## src/rtl/fetch_queue_if.sv

```systemverilog
// Fetch front-end bundle: instruction-memory request/response, decode-side
// valid/ready queue head, and branch redirect.
interface fetch_queue_if #(
  parameter int ADDR_WIDTH = 64
);
  logic                  imem_req_valid;
  logic                  imem_req_ready;
  logic [ADDR_WIDTH-1:0] imem_req_addr;
  logic                  imem_resp_valid;
  logic [31:0]           imem_resp_data;
  logic                  out_valid;
  logic                  out_ready;
  logic [31:0]           out_instruction;
  logic [ADDR_WIDTH-1:0] out_pc;
  logic                  redirect_valid;
  logic [ADDR_WIDTH-1:0] redirect_pc;

  modport master (
    output imem_req_valid, imem_req_addr, out_valid, out_instruction, out_pc,
    input  imem_req_ready, imem_resp_valid, imem_resp_data, out_ready,
           redirect_valid, redirect_pc
  );

  modport slave (
    input  imem_req_valid, imem_req_addr, out_valid, out_instruction, out_pc,
    output imem_req_ready, imem_resp_valid, imem_resp_data, out_ready,
           redirect_valid, redirect_pc
  );
endinterface

```

## src/rtl/fetch_queue.sv

```systemverilog
// Sequential instruction fetch with a single outstanding memory request, a
// first-word-fall-through instruction queue, and branch-redirect flush.
module fetch_queue_chk (
  input logic clock,
  input logic reset,
  input logic in_fetch,
  input logic resp_valid
);
  // A response may only arrive while a request is outstanding
  property p_no_resp_in_fetch;
    @(posedge clock) disable iff (reset) !(in_fetch && resp_valid);
  endproperty
  a_no_resp_in_fetch: assert property (p_no_resp_in_fetch);
endmodule

module fetch_queue #(
  parameter int                    DEPTH      = 4,
  parameter int                    ADDR_WIDTH = 64,
  parameter logic [ADDR_WIDTH-1:0] RESET_PC   = '0
) (
  input logic          clock,
  input logic          reset,
  fetch_queue_if.master bus
);
  localparam int PTR_W = $clog2(DEPTH);
  localparam int CNT_W = PTR_W + 1;

  typedef enum logic [1:0] {
    ST_FETCH = 2'd0,
    ST_WAIT  = 2'd1,
    ST_DROP  = 2'd2
  } state_t;

  state_t                state_r;
  state_t                state_s;
  logic [ADDR_WIDTH-1:0] fetch_pc_r;
  logic [ADDR_WIDTH-1:0] pending_pc_r;
  logic [ADDR_WIDTH-1:0] redirect_target_s;
  logic [CNT_W-1:0]      count_r;
  logic [PTR_W-1:0]      head_r;
  logic [PTR_W-1:0]      tail_r;
  logic [31:0]           instr_mem_r [DEPTH];
  logic [ADDR_WIDTH-1:0] pc_mem_r    [DEPTH];
  logic                  out_valid_s;
  logic                  handshake_s;
  logic                  push_s;
  logic                  pop_s;

  assign redirect_target_s = bus.redirect_pc & ~ADDR_WIDTH'(3);

  // State register
  always_ff @(posedge clock) begin
    if (reset) state_r <= ST_FETCH;
    else       state_r <= state_s;
  end

  // Next-state logic; any response leaving WAIT/DROP returns to FETCH
  always_comb begin
    state_s = state_r;
    case (state_r)
      ST_FETCH: begin
        if (handshake_s) state_s = ST_WAIT;
        else             state_s = ST_FETCH;
      end
      ST_WAIT: begin
        if (bus.imem_resp_valid)     state_s = ST_FETCH;
        else if (bus.redirect_valid) state_s = ST_DROP;
        else                         state_s = ST_WAIT;
      end
      ST_DROP: begin
        if (bus.imem_resp_valid) state_s = ST_FETCH;
        else                     state_s = ST_DROP;
      end
      default: state_s = ST_FETCH;
    endcase
  end

  // Output and handshake decode
  always_comb begin
    out_valid_s        = (count_r != CNT_W'(0));
    bus.imem_req_valid = (state_r == ST_FETCH) && (count_r < CNT_W'(DEPTH))
                         && !bus.redirect_valid && !reset;
    bus.imem_req_addr  = fetch_pc_r;
    bus.out_valid      = out_valid_s;
    if (out_valid_s) begin
      bus.out_instruction = instr_mem_r[head_r];
      bus.out_pc          = pc_mem_r[head_r];
    end else begin
      bus.out_instruction = 32'h0;
      bus.out_pc          = '0;
    end
    handshake_s = bus.imem_req_valid && bus.imem_req_ready;
    push_s      = (state_r == ST_WAIT) && bus.imem_resp_valid && !bus.redirect_valid;
    pop_s       = out_valid_s && bus.out_ready && !bus.redirect_valid;
  end

  // Fetch PC; a redirect wins in every state
  always_ff @(posedge clock) begin
    if (reset) begin
      fetch_pc_r   <= RESET_PC;
      pending_pc_r <= '0;
    end else if (bus.redirect_valid) begin
      fetch_pc_r <= redirect_target_s;
    end else if (handshake_s) begin
      pending_pc_r <= fetch_pc_r;
      fetch_pc_r   <= fetch_pc_r + ADDR_WIDTH'(4);
    end
  end

  // Queue pointers and occupancy; redirect flushes everything
  always_ff @(posedge clock) begin
    if (reset || bus.redirect_valid) begin
      head_r  <= '0;
      tail_r  <= '0;
      count_r <= '0;
    end else begin
      if (push_s) tail_r <= tail_r + PTR_W'(1);
      if (pop_s)  head_r <= head_r + PTR_W'(1);
      case ({push_s, pop_s})
        2'b10:   count_r <= count_r + CNT_W'(1);
        2'b01:   count_r <= count_r - CNT_W'(1);
        default: count_r <= count_r;
      endcase
    end
  end

  // Queue storage; contents are masked by count, so no reset is needed
  always_ff @(posedge clock) begin
    if (push_s) begin
      instr_mem_r[tail_r] <= bus.imem_resp_data;
      pc_mem_r[tail_r]    <= pending_pc_r;
    end
  end

  fetch_queue_chk u_chk (
    .clock      (clock),
    .reset      (reset),
    .in_fetch   (state_r == ST_FETCH),
    .resp_valid (bus.imem_resp_valid)
  );
endmodule

```

## src/flat_wrapper.sv

```systemverilog
// flat-port wrapper written by rule: the top's interface ports become plain ports
module fetch_queue_flat 
#(
  parameter int                    DEPTH      = 4,
  parameter int                    ADDR_WIDTH = 64,
  parameter logic [ADDR_WIDTH-1:0] RESET_PC   = '0
)
  (clock, reset, bus_imem_req_valid, bus_imem_req_addr, bus_out_valid, bus_out_instruction, bus_out_pc, bus_imem_req_ready, bus_imem_resp_valid, bus_imem_resp_data, bus_out_ready, bus_redirect_valid, bus_redirect_pc);
  fetch_queue_if #(.ADDR_WIDTH(ADDR_WIDTH)) bus_i ();
  input logic clock;
  input logic reset;
  output wire logic [$bits(bus_i.imem_req_valid)-1:0] bus_imem_req_valid;
  output wire logic [$bits(bus_i.imem_req_addr)-1:0] bus_imem_req_addr;
  output wire logic [$bits(bus_i.out_valid)-1:0] bus_out_valid;
  output wire logic [$bits(bus_i.out_instruction)-1:0] bus_out_instruction;
  output wire logic [$bits(bus_i.out_pc)-1:0] bus_out_pc;
  input wire logic [$bits(bus_i.imem_req_ready)-1:0] bus_imem_req_ready;
  input wire logic [$bits(bus_i.imem_resp_valid)-1:0] bus_imem_resp_valid;
  input wire logic [$bits(bus_i.imem_resp_data)-1:0] bus_imem_resp_data;
  input wire logic [$bits(bus_i.out_ready)-1:0] bus_out_ready;
  input wire logic [$bits(bus_i.redirect_valid)-1:0] bus_redirect_valid;
  input wire logic [$bits(bus_i.redirect_pc)-1:0] bus_redirect_pc;
  assign bus_imem_req_valid = bus_i.imem_req_valid;
  assign bus_imem_req_addr = bus_i.imem_req_addr;
  assign bus_out_valid = bus_i.out_valid;
  assign bus_out_instruction = bus_i.out_instruction;
  assign bus_out_pc = bus_i.out_pc;
  assign bus_i.imem_req_ready = bus_imem_req_ready;
  assign bus_i.imem_resp_valid = bus_imem_resp_valid;
  assign bus_i.imem_resp_data = bus_imem_resp_data;
  assign bus_i.out_ready = bus_out_ready;
  assign bus_i.redirect_valid = bus_redirect_valid;
  assign bus_i.redirect_pc = bus_redirect_pc;
  fetch_queue #(.DEPTH(DEPTH), .ADDR_WIDTH(ADDR_WIDTH), .RESET_PC(RESET_PC)) u_core (.clock(clock), .reset(reset), .bus(bus_i));
endmodule
```

## config.mk

```make
export PLATFORM = sky130hd
export DESIGN_NAME = fetch_queue_flat
export DESIGN_NICKNAME = d
export VERILOG_FILES = /design/src/rtl/fetch_queue_if.sv /design/src/rtl/fetch_queue.sv /design/src/flat_wrapper.sv
export SDC_FILE = /design/constraint.sdc
export NUM_CORES = 1
export LEC_CHECK = 0
export CORE_ASPECT_RATIO = 0.8
export CORE_MARGIN = 2
export CORE_UTILIZATION = 45
export CTS_CLUSTER_DIAMETER = 80
export DETAILED_ROUTE_END_ITERATION = 10
export PLACE_DENSITY = 0.67
export SLEW_MARGIN = 20
export SYNTH_ARGS = -nofsm -noshare
export SYNTH_HDL_FRONTEND = slang
export SYNTH_HIERARCHICAL = 1
export SYNTH_SLANG_ARGS = --single-unit
```

## constraint.sdc

```tcl
create_clock -name clock -period 7.4 [get_ports clock]
set_clock_uncertainty 0.1 [all_clocks]
set_input_delay 2.22 -clock clock [delete_from_list [all_inputs] [get_ports clock]]
set_output_delay 2.22 -clock clock [all_outputs]
set_load 0.01 [all_outputs]
```

==> flow_summary_export.csv <==
group,metric,value,unit
timing,slew_viol_final,0,
worst_setup_path,criticalPathCategory,"in -> out",
worst_hold_path,hold_depth,2,
placement,dp_hpwl,33300,um
timing,finalSetupTns,0,ns
worst_setup_path,cp-end-kind,"output port",
logic_synthesis,synth_edf_count,376,
global_routing,overflow,0,
routing,vias_per_cell,5.72,
timing,hold_violations,0,
timing,finalCriticalPeriod,6.42,ns
worst_setup_path,reg2reg_slack,4.17,ns
logic_synthesis,netlist_instances,1469,
worst_hold_path,hp-start,"u_core/pending_pc_r[47]",
worst_setup_path,crit_family,"buffers and inverters",
timing,fmax,0.156,GHz
timing,max_slew_margin,23.6,%
placement,place.gp.congestion,0.851,
final_layout,drive_gt1_share,12.9,%
timing,period_share,86.7,%
logic_synthesis,synth_ff_type,"edfxtp_1",
floorplan,fp.dieW,244,um
worst_hold_path,min_path_type,"reg -> reg",
worst_setup_path,critical_path.max_stage_delay,0.63,ns
worst_setup_path,reg2reg_from,"u_core/bus.imem_req_addr[4]",
global_routing,grt_pass1_wl,81500,um
logic_synthesis,netlist_area,20800,um2
placement,placed_area,24000,um2
worst_setup_path,arrival,4.10,ns
logic_synthesis,synth-seq-cells,511,
clocking,cts_resized,0,
clocking,cts_buffers,50,
logic_synthesis,avgSynthCellArea,14.1,um2
final_layout,stdcell_area,25700,um2
clocking,clock_path_buffers,3,
logic_synthesis,synth_cell_types,66,
worst_setup_path,cp.required,5.08,ns
floorplan,coreArea,45600,um2
floorplan,start_util,45.5,%
global_routing,antenna_found_initial,7,
routing,routedWlPerCell,22.9,um
timing,setup_viol,0,
worst_setup_path,critPathBufInv,3,
logic_synthesis,async_reset_ff_share,0,%
floorplan,dieArea,47900,um2
clocking,cts_tree,"done",
timing,grt_setup_unrepaired,"false",
clocking,clkTransAtPathRegs,0.06,ns
logic_synthesis,synthAdderAreaFrac,0.458,%
placement,portBuffers,257,
logic_synthesis,yosysWarnings,6,
global_routing,grt_max_degree,98,
final_layout,nets,1815,
routing,finalWirelength,53900,um
worst_setup_path,cp_cell_sequence,"buf_4 > inv_1 > nand2_1 > nor2_1 > clkdlybuf4s50_1",
clocking,htreeDepth,2,
floorplan,fp.dieH,196,um
final_layout,area_growth,23.8,%
power_and_ir_drop,p_per_area,234,nW/um2
logic_synthesis,synth_compound_area_share,6.04,%
clocking,cts.sinks,511,
logic_synthesis,synth-xor-area-share,0.295,%
power_and_ir_drop,ir_worst_vdd,0.148,mV
worst_setup_path,timing.rr.end,"u_core/bus.imem_req_addr[63]",
routing,via_count,13500,
run_status,outcome,"finished clean",
timing,worst_pin_slew,1.14,ns
clocking,cts.hold.buffers_added,0,
global_routing,grt_usage,22.4,%
routing,ant_nets,0,
clocking,postCtsSetupBuffers,0,
worst_setup_path,crit_cells,5,
clocking,cts_root_buffer,"clkbuf_16",
worst_setup_path,rr_worst_depth,5,
routing,drcViolationCount,0,
worst_setup_path,critPathLaunch,"reset",
floorplan,fp-row-count,70,
routing,firstDrtPassIters,8,
clocking,clkLatencyLatePin,0.59,ns
power_and_ir_drop,leakage,8.12,nW
worst_setup_path,startpoint_type,"input pin",
floorplan,io_pins,264,
flow_run,max-cap-violations,0,
global_routing,grt_pass1_vias,13100,
logic_synthesis,synth_top_family_by_area,"simple AND/OR/NAND/NOR gates",
worst_hold_path,whs_endpoint,"u_core/pending_pc_r[47]",
logic_synthesis,synth-simple-area-share,13.2,%
worst_setup_path,crit_fanout,39,
worst_setup_path,cp_slowest_cell,"clkdlybuf4s50_1",
logic_synthesis,muxShareOfSynthArea,10.6,%
routing,drt_iter0_drc,1123,
logic_synthesis,seq_area_frac_synth,67.3,%
[worst reg2reg max path, cell delays in order (launching register included)]
cell     delay (ns)
dfxtp_1        0.54
nand4_2        0.33
nor4_1         0.79
nand3_1        0.54
o311a_1        0.49
or3_1          0.33
[layer usage]
metal | track usage [%] | part of all wire, %
met5 | 0 | 0.12
met4 | 5.87 | 1.9
met3 | 5.57 | 8.5
met2 | 35.0 | 46
met1 | 31.6 | 43
[per-stage QoR]
stage / hold slack, ns / setup WS, ns / utilization [%] / total power, mW / instances
after floorplan: 0.360 / 1.71 / - / 3.29 / 1472
after global placement: 0.375 / 1.05 / 52.6 / 3.45 / 2266
after detailed placement: 0.388 / 1.03 / 52.6 / 3.46 / 2266
after CTS: 0.396 / 1.01 / 56.3 / 6.07 / 2358
after global routing: 0.420 / 0.911 / 56.4 / 6.20 / 2359
final: 0.399 / 0.984 / 56.4 / 6.02 / 2359
[registers in the layout (all words and copies together) (netlist names), named ones only]
signal / count
u_core/bus.imem_req_addr: 62
u_core/count_r: 3
u_core/head_r: 2
u_core/instr_mem_r: 128
u_core/pc_mem_r: 248
u_core/pending_pc_r: 62
u_core/state_r: 2
u_core/tail_r: 2
[cells in the mapped netlist (6+ instances only)]
library cell | instances | area share [%]
a21oi_1 | 92 | 2.2
a22oi_1 | 8 | 0.29
a31oi_1 | 33 | 0.99
and2_1 | 109 | 3.3
and3_1 | 15 | 0.45
and4_1 | 6 | 0.25
buf_1 | 19 | 0.34
buf_2 | 6 | 0.14
clkbuf_1 | 69 | 1.2
dfxtp_1 | 135 | 13
edfxtp_1 | 376 | 54
ha_1 | 6 | 0.36
inv_1 | 13 | 0.23
mux2_2 | 6 | 0.33
mux4_2 | 94 | 10
nand2_1 | 187 | 3.4
nand3_1 | 48 | 1.2
nand4_1 | 31 | 0.93
nor2_1 | 39 | 0.70
nor3_1 | 22 | 0.53
nor4_1 | 12 | 0.36
o211ai_1 | 14 | 0.51
o21ai_0 | 20 | 0.48
or3_1 | 18 | 0.54
or4_1 | 13 | 0.47
xor2_1 | 6 | 0.25
[cell families after synthesis]
family	after synthesis
compound gates	205
xor+xnor	7
buf+inv	111
simple gates	526
flops	511
other cells	1
mux	101
fa+ha+maj	7
[power by group]
part	total, mW	switching (mW)	leakage (nW)	internal, mW
sequential	3.14	0.0595	4.57	3.08
clock	2.62	1.07	0.835	1.55
combinational	0.253	0.129	2.71	0.124
[worst max path at each step]
| stage | endpoint | slack (ns) |
|---|---|---|
| 3_5_place_dp | bus_imem_req_valid | 1.03 |
| 5_1_grt | bus_imem_req_valid | 0.91 |
| 2_1_floorplan | u_core/instr_mem_r[0][0] | 1.71 |
| 3_3_place_gp | bus_imem_req_valid | 1.05 |
| 4_1_cts | bus_imem_req_valid | 1.01 |
| 6_report | bus_imem_req_valid | 0.98 |
[area by class of cell]
| class | count | area, um2 |
|---|---|---|
| well taps | 612 | 766 |
| repair buffers | 280 | 2790 |
| flip-flops and latches | 511 | 14000 |
| inverters | 13 | 48.8 |
| diodes | 1 | 2.50 |
| clock inverters | 25 | 256 |
| fillers | 3712 | 19900 |
| clock buffers | 67 | 1450 |
| multi-input cells | 850 | 6410 |
[cell usage in the layout, fill, tap and decap left out, types with 7 or more instances in the layout]
cell type          n
nor3_1            22
nor4_1            11
clkbuf_1           8
clkinv_2           7
and2_1           105
mux4_2            94
or3_1             17
o21ai_0           20
nor2_1            38
nand2_1          187
nand4_1           31
nand3_1           47
clkbuf_16         54
clkinv_1           8
and3_1            15
a22oi_1            8
dfxtp_1          133
a31oi_1           33
inv_1             13
o211ai_1          14
or4_1             13
clkdlybuf4s50_1  255
a21oi_1           92
edfxtp_1         376
buf_4             20
No activity file was read; power rests on OpenSTA's default activity.
==> edit: new RTL, config.mk and constraints unchanged <==
Reset style: asynchronous (`reset`), changed in 2 clocked blocks.
--- a/src/rtl/fetch_queue.sv
+++ b/src/rtl/fetch_queue.sv
@@ -51,3 +51,3 @@
   // State register
-  always_ff @(posedge clock) begin
+  always_ff @(posedge clock or posedge reset) begin
     if (reset) state_r <= ST_FETCH;
@@ -97,3 +97,3 @@
   // Fetch PC; a redirect wins in every state
-  always_ff @(posedge clock) begin
+  always_ff @(posedge clock or posedge reset) begin
     if (reset) begin
Function: differs if reset is asserted again (counterexample within 4 cycles, from zero or initial values and one cycle with reset high); with reset held inactive, the same outputs for 4 cycles.
==> edit against the original RTL <==
  * Wire length fell by 2.3%
  * Power rose by 6.2%
  * Largest power group unchanged
  * Sequential cell count did not move
  * Area after synthesis rose by 0.92%
  * Highest routed layer unchanged
  * Utilization barely moved
  * Worst setup slack improved by 180 ps
  * Design area rose by 0.64%
==> edit: results (changes against the original RTL) <==
stage	metric	value	unit	change
status	outcome	finished, final reports clean		
worst_setup_path	slowest_stage	clkdlybuf4s50_1		
clocking	clk_pin_slew	60	ps	about the same
worst_setup_path	worstReg2RegStart	u_core/state_r[1]		
clocking	postCtsSetupBuffers	0		unchanged
power	cellLeakagePower	0.00910	µW	+12%
drt	vias	13000		-3.4%
synth	async_reset_ff_share	24.7	%	+25 points
clocking	cts_inserted_buffers	51		+2.0%
final_layout	diodes	0		-1
worst_setup_path	reg2reg_slack	4300	ps	+130 ps
clocking	cts_max_level	2		unchanged
worst_setup_path	r2r_end	u_core/instr_mem_r[0][3]		
worst_setup_path	r2r_cells	4		-1
synth	seq_area_frac_synth	69.7	%	+2.4 points
placement	dp_slack	1180	ps	+148 ps
drt	drt_iter0_drc	1191		+6.1%
worst_setup_path	crit_fanout	3		-92%
grt	grt_antenna_before_repair	2		-5
synth	yosysUniqueCellTypes	57		-14%
grt	gr-usage-all-layers	21.8	%	-0.59 points
placement	dpl.hpwl	32.7	mm	-1.8%
power	vdd.ir_drop.worst	0.184	mV	+24%
timing	fmax	160	MHz	+2.9%
timing	max_slew_margin	35.1	%	+12 points
grt	grt_max_degree	78		-20%
power	switchingPower	1450	µW	+14%
final_layout	layout.nets	1772		-2.4%
placement	place_congestion	0.835		-1.9%
drt	first_pass_iters	5		-3
synth	synthTopCellsByCount	edfxtp_1 (376), nand2_1 (249), dfrtp_1 (126), and2_1 (107), mux4_2 (94)		
worst_setup_path	slowest_delay	530	ps	-100 ps
grt	grt_pass1_wl	80.2	mm	-1.5%
final_layout	instances_no_fill	2317		-1.8%
synth	syn_inst	1411		-3.9%
synth	synth.area.top_cells	edfxtp_1 (54%), dfrtp_1 (15%), mux4_2 (10%), nand2_1 (4.5%), and2_1 (3.2%)		
final_layout	drive_gt1_share	12.8	%	-0.099 points
final_layout	num-fill-cells	3706		-0.16%
placement	place_inst	2222		-1.9%
drt	post_drt_wl_per_cell	22.7	µm	-0.56%
worst_setup_path	critPathArrivalTime	3920	ps	-180 ps
edit: kinds of logic after synthesis:
kind of cell / after synthesis / share of synthesized area, %
buffers and inverters: 101 / 2.03
AOI/OAI and AO/OA: 132 / 4.02
xor gates and xnor gates: 8 / 0.334
adders and majority gates: 7 / 0.453
other: 1 / 0.0179
DFF: 511 / 69.7
and+or+nand+nor: 552 / 13.1
muxes: 99 / 10.3
edit: power by group through the flow:
stage	logic (µW)	clock network (µW)	registers, µW
2_1_floorplan	179	0	3450
3_3_place_gp	378	0	3500
3_5_place_dp	386	0	3510
4_1_cts	389	2600	3460
5_1_grt	426	2720	3480
6_report	388	2550	3460
edit: how the worst min path moves through the flow:
stage / startpoint / to / slack [ps] / cells after the start
3_5_place_dp: u_core/pending_pc_r[40] / u_core/pc_mem_r[0][40] / 400 / 0
3_3_place_gp: u_core/pending_pc_r[10] / u_core/pc_mem_r[2][10] / 390 / 0
4_1_cts: u_core/count_r[2] / u_core/count_r[2] / 410 / 2
5_1_grt: u_core/pending_pc_r[52] / u_core/pc_mem_r[3][52] / 440 / 0
6_report: u_core/count_r[2] / u_core/count_r[2] / 420 / 2
2_1_floorplan: u_core/count_r[2] / u_core/count_r[2] / 370 / 2
edit: stage by stage:
step	total power [µW]	util (%)	cell area (µm²)	hold WS (ps)
finish	6400	56.4	25900	418
floorplan	3630	-	21000	367
global route	6620	56.4	25900	436
global placement	3880	52.7	24200	392
CTS	6450	56.4	25900	413
detailed placement	3900	52.7	24200	403
edit: routing by layer:
metal  GRT usage, %  wire (µm)
met1           33.0      24100
met2           32.5      23600
met3           4.99       4130
met4           4.78        865
met5              0         27
edit: final cells by class:
cell class | count | area [µm²] | area share, %
Sequential cell | 511 | 14600 | 56.5
Clock inverter | 23 | 209 | 0.807
Timing Repair Buffer | 280 | 2770 | 10.7
Tap cell | 612 | 766 | 2.96
Inverter | 17 | 68.8 | 0.266
Clock buffer | 72 | 1470 | 5.67
Multi-Input combinational cell | 802 | 5980 | 23.1
edit: worst max-delay path: cells and delay by family:
family                 cells  cell delay [ps]
buffers and inverters      2             1030
AND/OR/NAND/NOR            2              660
